## src/rtl/jackal_rotary_ctrl_if.sv

```systemverilog
// Player-control bundle between the input decoder and the rotary joystick generator.
// master drives buttons, sticks and mode bits; slave returns the rotary codes.
interface jackal_rotary_ctrl_if;
  logic       fast;
  logic       abs_en;
  logic       disable_rot;
  logic       p1_rot_l;
  logic       p1_rot_r;
  logic [3:0] p1_dir;
  logic       p2_rot_l;
  logic       p2_rot_r;
  logic [3:0] p2_dir;
  logic [7:0] p1_rotary;
  logic [7:0] p2_rotary;
  logic       p1_moving;
  logic       p2_moving;

  modport master (
    output fast, abs_en, disable_rot,
    output p1_rot_l, p1_rot_r, p1_dir,
    output p2_rot_l, p2_rot_r, p2_dir,
    input  p1_rotary, p2_rotary, p1_moving, p2_moving
  );

  modport slave (
    input  fast, abs_en, disable_rot,
    input  p1_rot_l, p1_rot_r, p1_dir,
    input  p2_rot_l, p2_rot_r, p2_dir,
    output p1_rotary, p2_rotary, p1_moving, p2_moving
  );
endinterface

```

## src/rtl/jackal_rotary_ctrl.sv

```systemverilog
// Two independent 8-position rotary joystick generators for the Jackal core, stepped
// once per prescaler tick by rotate buttons or by tracking an 8-way stick direction.
module jackal_rotary_ctrl #(
  parameter int DIV_BITS = 23
) (
  input  logic                 clk,
  input  logic                 reset,
  jackal_rotary_ctrl_if.slave  rot
);

  logic [DIV_BITS-1:0] div_reg;
  logic                tick;

  always_ff @(posedge clk) begin
    if (reset) begin
      div_reg <= '0;
    end else begin
      div_reg <= div_reg + 1'b1;
    end
  end

  assign tick = rot.fast ? (div_reg[DIV_BITS-2:0] == '0) : (div_reg == '0);

  logic [1:0] rot_l;
  logic [1:0] rot_r;
  logic [3:0] dir [2];

  assign rot_l  = {rot.p2_rot_l, rot.p1_rot_l};
  assign rot_r  = {rot.p2_rot_r, rot.p1_rot_r};
  assign dir[0] = rot.p1_dir;
  assign dir[1] = rot.p2_dir;

  genvar gi;
  generate
    for (gi = 0; gi < 2; gi++) begin : g_player
      logic [2:0] pos_reg;
      logic [2:0] pos_next;
      logic [2:0] target;
      logic       target_valid;
      logic [2:0] delta;
      logic [7:0] rotary_reg;
      logic       moving_reg;

      // dir is {up, down, left, right}; positions count counter-clockwise from up.
      always_comb begin
        target       = 3'd0;
        target_valid = 1'b1;
        case (dir[gi])
          4'b1000: target = 3'd0;
          4'b1010: target = 3'd1;
          4'b0010: target = 3'd2;
          4'b0110: target = 3'd3;
          4'b0100: target = 3'd4;
          4'b0101: target = 3'd5;
          4'b0001: target = 3'd6;
          4'b1001: target = 3'd7;
          default: target_valid = 1'b0;
        endcase
      end

      assign delta = target - pos_reg;

      // Single steps only: the game drops codes that skip a position.
      always_comb begin
        pos_next = pos_reg;
        if (tick && !rot.disable_rot) begin
          if (rot_l[gi]) begin
            pos_next = pos_reg + 3'd1;
          end else if (rot_r[gi]) begin
            pos_next = pos_reg - 3'd1;
          end else if (rot.abs_en && target_valid && (delta != 3'd0)) begin
            pos_next = (delta <= 3'd4) ? pos_reg + 3'd1 : pos_reg - 3'd1;
          end
        end
      end

      always_ff @(posedge clk) begin
        if (reset) begin
          pos_reg    <= 3'd0;
          rotary_reg <= 8'h01;
          moving_reg <= 1'b0;
        end else begin
          pos_reg    <= pos_next;
          rotary_reg <= rot.disable_rot ? 8'hFF : (8'h01 << pos_next);
          moving_reg <= rot.abs_en && target_valid && (delta != 3'd0) && !rot.disable_rot;
        end
      end
    end
  endgenerate

  assign rot.p1_rotary = g_player[0].rotary_reg;
  assign rot.p2_rotary = g_player[1].rotary_reg;
  assign rot.p1_moving = g_player[0].moving_reg;
  assign rot.p2_moving = g_player[1].moving_reg;

endmodule

```

## src/flat_wrapper.sv

```systemverilog
// flat-port wrapper written by rule: the top's interface ports become plain ports
module jackal_rotary_ctrl_flat 
#(
  parameter int DIV_BITS = 23
)
  (clk, reset, rot_fast, rot_abs_en, rot_disable_rot, rot_p1_rot_l, rot_p1_rot_r, rot_p1_dir, rot_p2_rot_l, rot_p2_rot_r, rot_p2_dir, rot_p1_rotary, rot_p2_rotary, rot_p1_moving, rot_p2_moving);
  jackal_rotary_ctrl_if rot_i ();
  input  logic clk;
  input  logic reset;
  input wire logic [$bits(rot_i.fast)-1:0] rot_fast;
  input wire logic [$bits(rot_i.abs_en)-1:0] rot_abs_en;
  input wire logic [$bits(rot_i.disable_rot)-1:0] rot_disable_rot;
  input wire logic [$bits(rot_i.p1_rot_l)-1:0] rot_p1_rot_l;
  input wire logic [$bits(rot_i.p1_rot_r)-1:0] rot_p1_rot_r;
  input wire logic [$bits(rot_i.p1_dir)-1:0] rot_p1_dir;
  input wire logic [$bits(rot_i.p2_rot_l)-1:0] rot_p2_rot_l;
  input wire logic [$bits(rot_i.p2_rot_r)-1:0] rot_p2_rot_r;
  input wire logic [$bits(rot_i.p2_dir)-1:0] rot_p2_dir;
  output wire logic [$bits(rot_i.p1_rotary)-1:0] rot_p1_rotary;
  output wire logic [$bits(rot_i.p2_rotary)-1:0] rot_p2_rotary;
  output wire logic [$bits(rot_i.p1_moving)-1:0] rot_p1_moving;
  output wire logic [$bits(rot_i.p2_moving)-1:0] rot_p2_moving;
  assign rot_i.fast = rot_fast;
  assign rot_i.abs_en = rot_abs_en;
  assign rot_i.disable_rot = rot_disable_rot;
  assign rot_i.p1_rot_l = rot_p1_rot_l;
  assign rot_i.p1_rot_r = rot_p1_rot_r;
  assign rot_i.p1_dir = rot_p1_dir;
  assign rot_i.p2_rot_l = rot_p2_rot_l;
  assign rot_i.p2_rot_r = rot_p2_rot_r;
  assign rot_i.p2_dir = rot_p2_dir;
  assign rot_p1_rotary = rot_i.p1_rotary;
  assign rot_p2_rotary = rot_i.p2_rotary;
  assign rot_p1_moving = rot_i.p1_moving;
  assign rot_p2_moving = rot_i.p2_moving;
  jackal_rotary_ctrl #(.DIV_BITS(DIV_BITS)) u_core (.clk(clk), .reset(reset), .rot(rot_i));
endmodule
```

## config.mk

```make
export PLATFORM = sky130hd
export DESIGN_NAME = jackal_rotary_ctrl_flat
export DESIGN_NICKNAME = d
export VERILOG_FILES = /design/src/rtl/jackal_rotary_ctrl_if.sv /design/src/rtl/jackal_rotary_ctrl.sv /design/src/flat_wrapper.sv
export SDC_FILE = /design/constraint.sdc
export NUM_CORES = 1
export LEC_CHECK = 0
export ABC_AREA = 1
export BUFFER_PORTS_ARGS = -buffer_cell sky130_fd_sc_hd__buf_2
export CORE_ASPECT_RATIO = 0.7
export CORE_MARGIN = 3
export CORE_UTILIZATION = 57
export CTS_CLUSTER_SIZE = 8
export DETAILED_ROUTE_END_ITERATION = 12
export PLACE_DENSITY = 0.81
export SETUP_SLACK_MARGIN = 0.4
export SYNTH_ARGS = -nofsm -noshare
export SYNTH_HDL_FRONTEND = slang
export SYNTH_SLANG_ARGS = --single-unit
```

## constraint.sdc

```tcl
create_clock -name clk -period 2.2 [get_ports clk]
set_input_delay 0.22 -clock clk [delete_from_list [all_inputs] [get_ports clk]]
set_output_delay 0.22 -clock clk [all_outputs]
set_load 0.005 [all_outputs]
```

==> flow_metrics.py <==
metrics = {
    "status": {
        "status": "completed",
    },
    "cts": {
        "path_clk_slew_ps": 100,
        "htreeDepth": 2,
        "cts_root_buf": "clkbuf_8",
        "cts_buffer_depth": 2,
        "cts_tree": "done",
        "insertion_delay_ps": 320,
        "cts_buffers": 5,
        "cts_sinks": 47,
        "cts_hold_buffers": 0,
    },
    "floorplan": {
        "ioPinCount": 35,
        "core_area_um2": 4160,
        "start_util_pct": 62.92,
        "die_w_um": 87.00,
        "dieArea_um2": 5454,
        "rows": 19,
        "die_y_um": 62.70,
    },
    "place": {
        "placedCellCount": 485,
        "routabilityCongestion": 0.9544,
        "port-buffer-count": 34,
        "dp_hpwl_um": 4517,
    },
    "layout": {
        "fillers": 128,
        "largest_register_ffs": 23,
        "final_layout_size_suffix_gt1_share_pct": 45.78,
        "final_core_util_pct": 93.74,
        "syn2layout_area_growth_pct": 49.00,
        "final_nets": 501,
        "finalNonFillerCells": 526,
        "diodes": 0,
    },
    "synthesis": {
        "ys_ff_latch": 47,
        "async_reset_ff_share_pct": 0,
        "syn-cell-area_um2": 2618,
        "synth-main-ff-cell": "dfxtp_1",
        "synth.area.top_cells": "dfxtp_1 (36%), nand2_1 (16%), inv_1 (9.5%), nand3_1 (6.9%), nor2_1 (6.2%)",
        "synth_edf_count": 0,
        "yosysSeqAreaShare_pct": 35.95,
        "synth_top_area_cell": "dfxtp_1",
        "yosysMostFrequentCell": "nand2_1",
        "syn_area_per_cell_um2": 6.527,
        "yosys.cell_types.count": 30,
        "syn_nets": 428,
        "synth_top_area_share_pct": 35.95,
        "synth_commonest_cells": "nand2_1 (109), inv_1 (66), dfxtp_1 (47)",
        "yosysWarnings": 0,
        "postSynthCellCount": 401,
    },
    "sta": {
        "setup_viol": 0,
        "drv_slew": 0,
        "grt_setup_unrepaired": "true",
        "final-hold-violation-count": 0,
        "max_slew_margin_pct": 58.96,
        "period_needed_ps": 2161,
        "tightest_slew_ps": 614.1,
        "fin_crit_sh_pct": 98.21,
        "max_freq_ghz": 0.4628,
        "holdWs_ps": 233.9,
        "skew_ps": 12.31,
    },
    "global_routing": {
        "grt_pass1_wl_um": 11450,
        "grt_antenna_before_repair": 0,
        "grt_max_degree": 18,
        "grt_usage_pct": 26.19,
        "grt_pass1_vias": 2544,
        "grt-ovfl-total": 0,
    },
    "power": {
        "p_leak_nw": 1.821,
        "p_total_w": 0.002290,
        "vdd_drop_max_v": 0.0004355,
        "power_density_nw_per_um2": 587.3,
    },
    "route": {
        "drt_iter0_markers": 436,
        "avgRoutedWirePerCell_um": 20.58,
        "drcViolationCount": 0,
        "totalWireLength_um": 10820,
        "viasPerCell": 6.430,
        "firstDrtPassIters": 7,
        "num_vias": 3382,
        "antenna_left": 0,
    },
    "setup_path": {
        "crit_required_ps": 2380,
        "worstSetupPathType": "reg -> reg",
        "critPathArrivalTime_ps": 2340,
        "start_kind": "register",
        "slowest_delay_ps": 370,
        "worstSetupEndpointType": "register",
        "cp_cell_sequence": "buf_6 -> inv_4 -> ha_4 -> nand3_4 -> nor3_4 -> nand2_2 -> nor2_4 -> nand3_1 -> nand2_4 -> inv_2 -> nand4_1 -> nand2_1",
        "critPathSlowestCell": "dfxtp_4",
        "critical_path.max_fanout": 8,
    },
    "worst_hold_path": {
        "hp-class": "in -> reg",
    },
    "run": {
        "cap_violations": 0,
    },
}
==> worst max-delay path, delay by kind of cell, from the launching register on <==
family / cells / cell delay [ps]
adders and majority gates: 1 / 160
and+or+nand+nor: 8 / 1230
buffers and inverters: 3 / 270
DFF: 1 / 370
==> per-stage QoR <==
| stage | setup WS, ps | instance area (um2) | setup TNS (ps) |
|---|---|---|---|
| CTS | 316.5 | 3368 | 0 |
| global placement | -11.06 | 2924 | -15.00 |
| global route | -28.46 | 3900 | -115.3 |
| floorplan | 337.3 | 2686 | 0 |
| finish | 39.32 | 3900 | 0 |
| detailed placement | -75.71 | 2924 | -246.1 |
==> placed cells by master, fill, tap and decap left out, drive strengths merged <==
cell,instances
o21a,2
a2111oi,1
ha,10
dfxtp,47
or2,2
clkinv,1
clkbuf,6
nor3,8
xor2,6
nand4,10
a21oi,15
nand2,113
inv,68
nor2,49
a2111o,1
nand3,37
a31oi,1
o21ai,20
xnor2,2
and3,1
o22ai,2
buf,71
nand3b,1
==> cells by family after synthesis <==
family	Yosys count	synth area share [%]
DFF	47	35.95
AOI/OAI and AO/OA	42	9.130
and+or+nand+nor	221	36.95
adders and majority gates	10	4.780
xor gates and xnor gates	8	2.677
buffers and inverters	73	10.52
==> power breakdown <==
group          internal, W  leakage [nW]  total (W)  switching, W
combinational     0.000278          1.38   0.000787      0.000509
clock             0.000248        0.0470   0.000568      0.000320
sequential        0.000897         0.390   0.000936     0.0000386
total              0.00142          1.82    0.00229      0.000868
==> what timing repair did <==
action | in CTS | in global routing
hold endpoints to repair | 0 | 0
buffers inserted | 18 | 16
setup endpoints to repair | 32 | 34
resized for setup | 67 | 104
pin swaps | 33 | 55
==> layer usage <==
layer | share of wire (%) | track usage [%] | vias up
met2 | 45 | 40.72 | 334
met3 | 11 | 4.611 | 103
li1 | - | - | 1413
met4 | 7.2 | 6.031 | 0
met1 | 37 | 37.44 | 1532
met5 | 0 | 0 | -
==> cell type report <==
class / instances / area (um2) / share of cell area (%)
Sequential cell: 47 / 958.4 / 24.57
Clock inverter: 1 / 5.005 / 0.1283
Tap cell: 52 / 65.06 / 1.668
Multi-Input combinational cell: 281 / 2011 / 51.56
Clock buffer: 6 / 82.58 / 2.117
Timing Repair Buffer: 71 / 495.5 / 12.70
Inverter: 68 / 282.8 / 7.251
==> worst paths after layout <==
check / from / slack (ps) / cells after the start / endpoint
min reg2reg: u_core.div_reg[5] / 550 / 2 / u_core.div_reg[5]
max reg2reg: u_core.div_reg[1] / 40 / 12 / u_core.rot.p1_rotary[3]
max: u_core.div_reg[1] / 40 / 12 / u_core.rot.p1_rotary[3]
min: rot_disable_rot / 230 / 3 / u_core.rot.p2_rotary[0]
No activity file was read; power rests on OpenSTA's default activity.
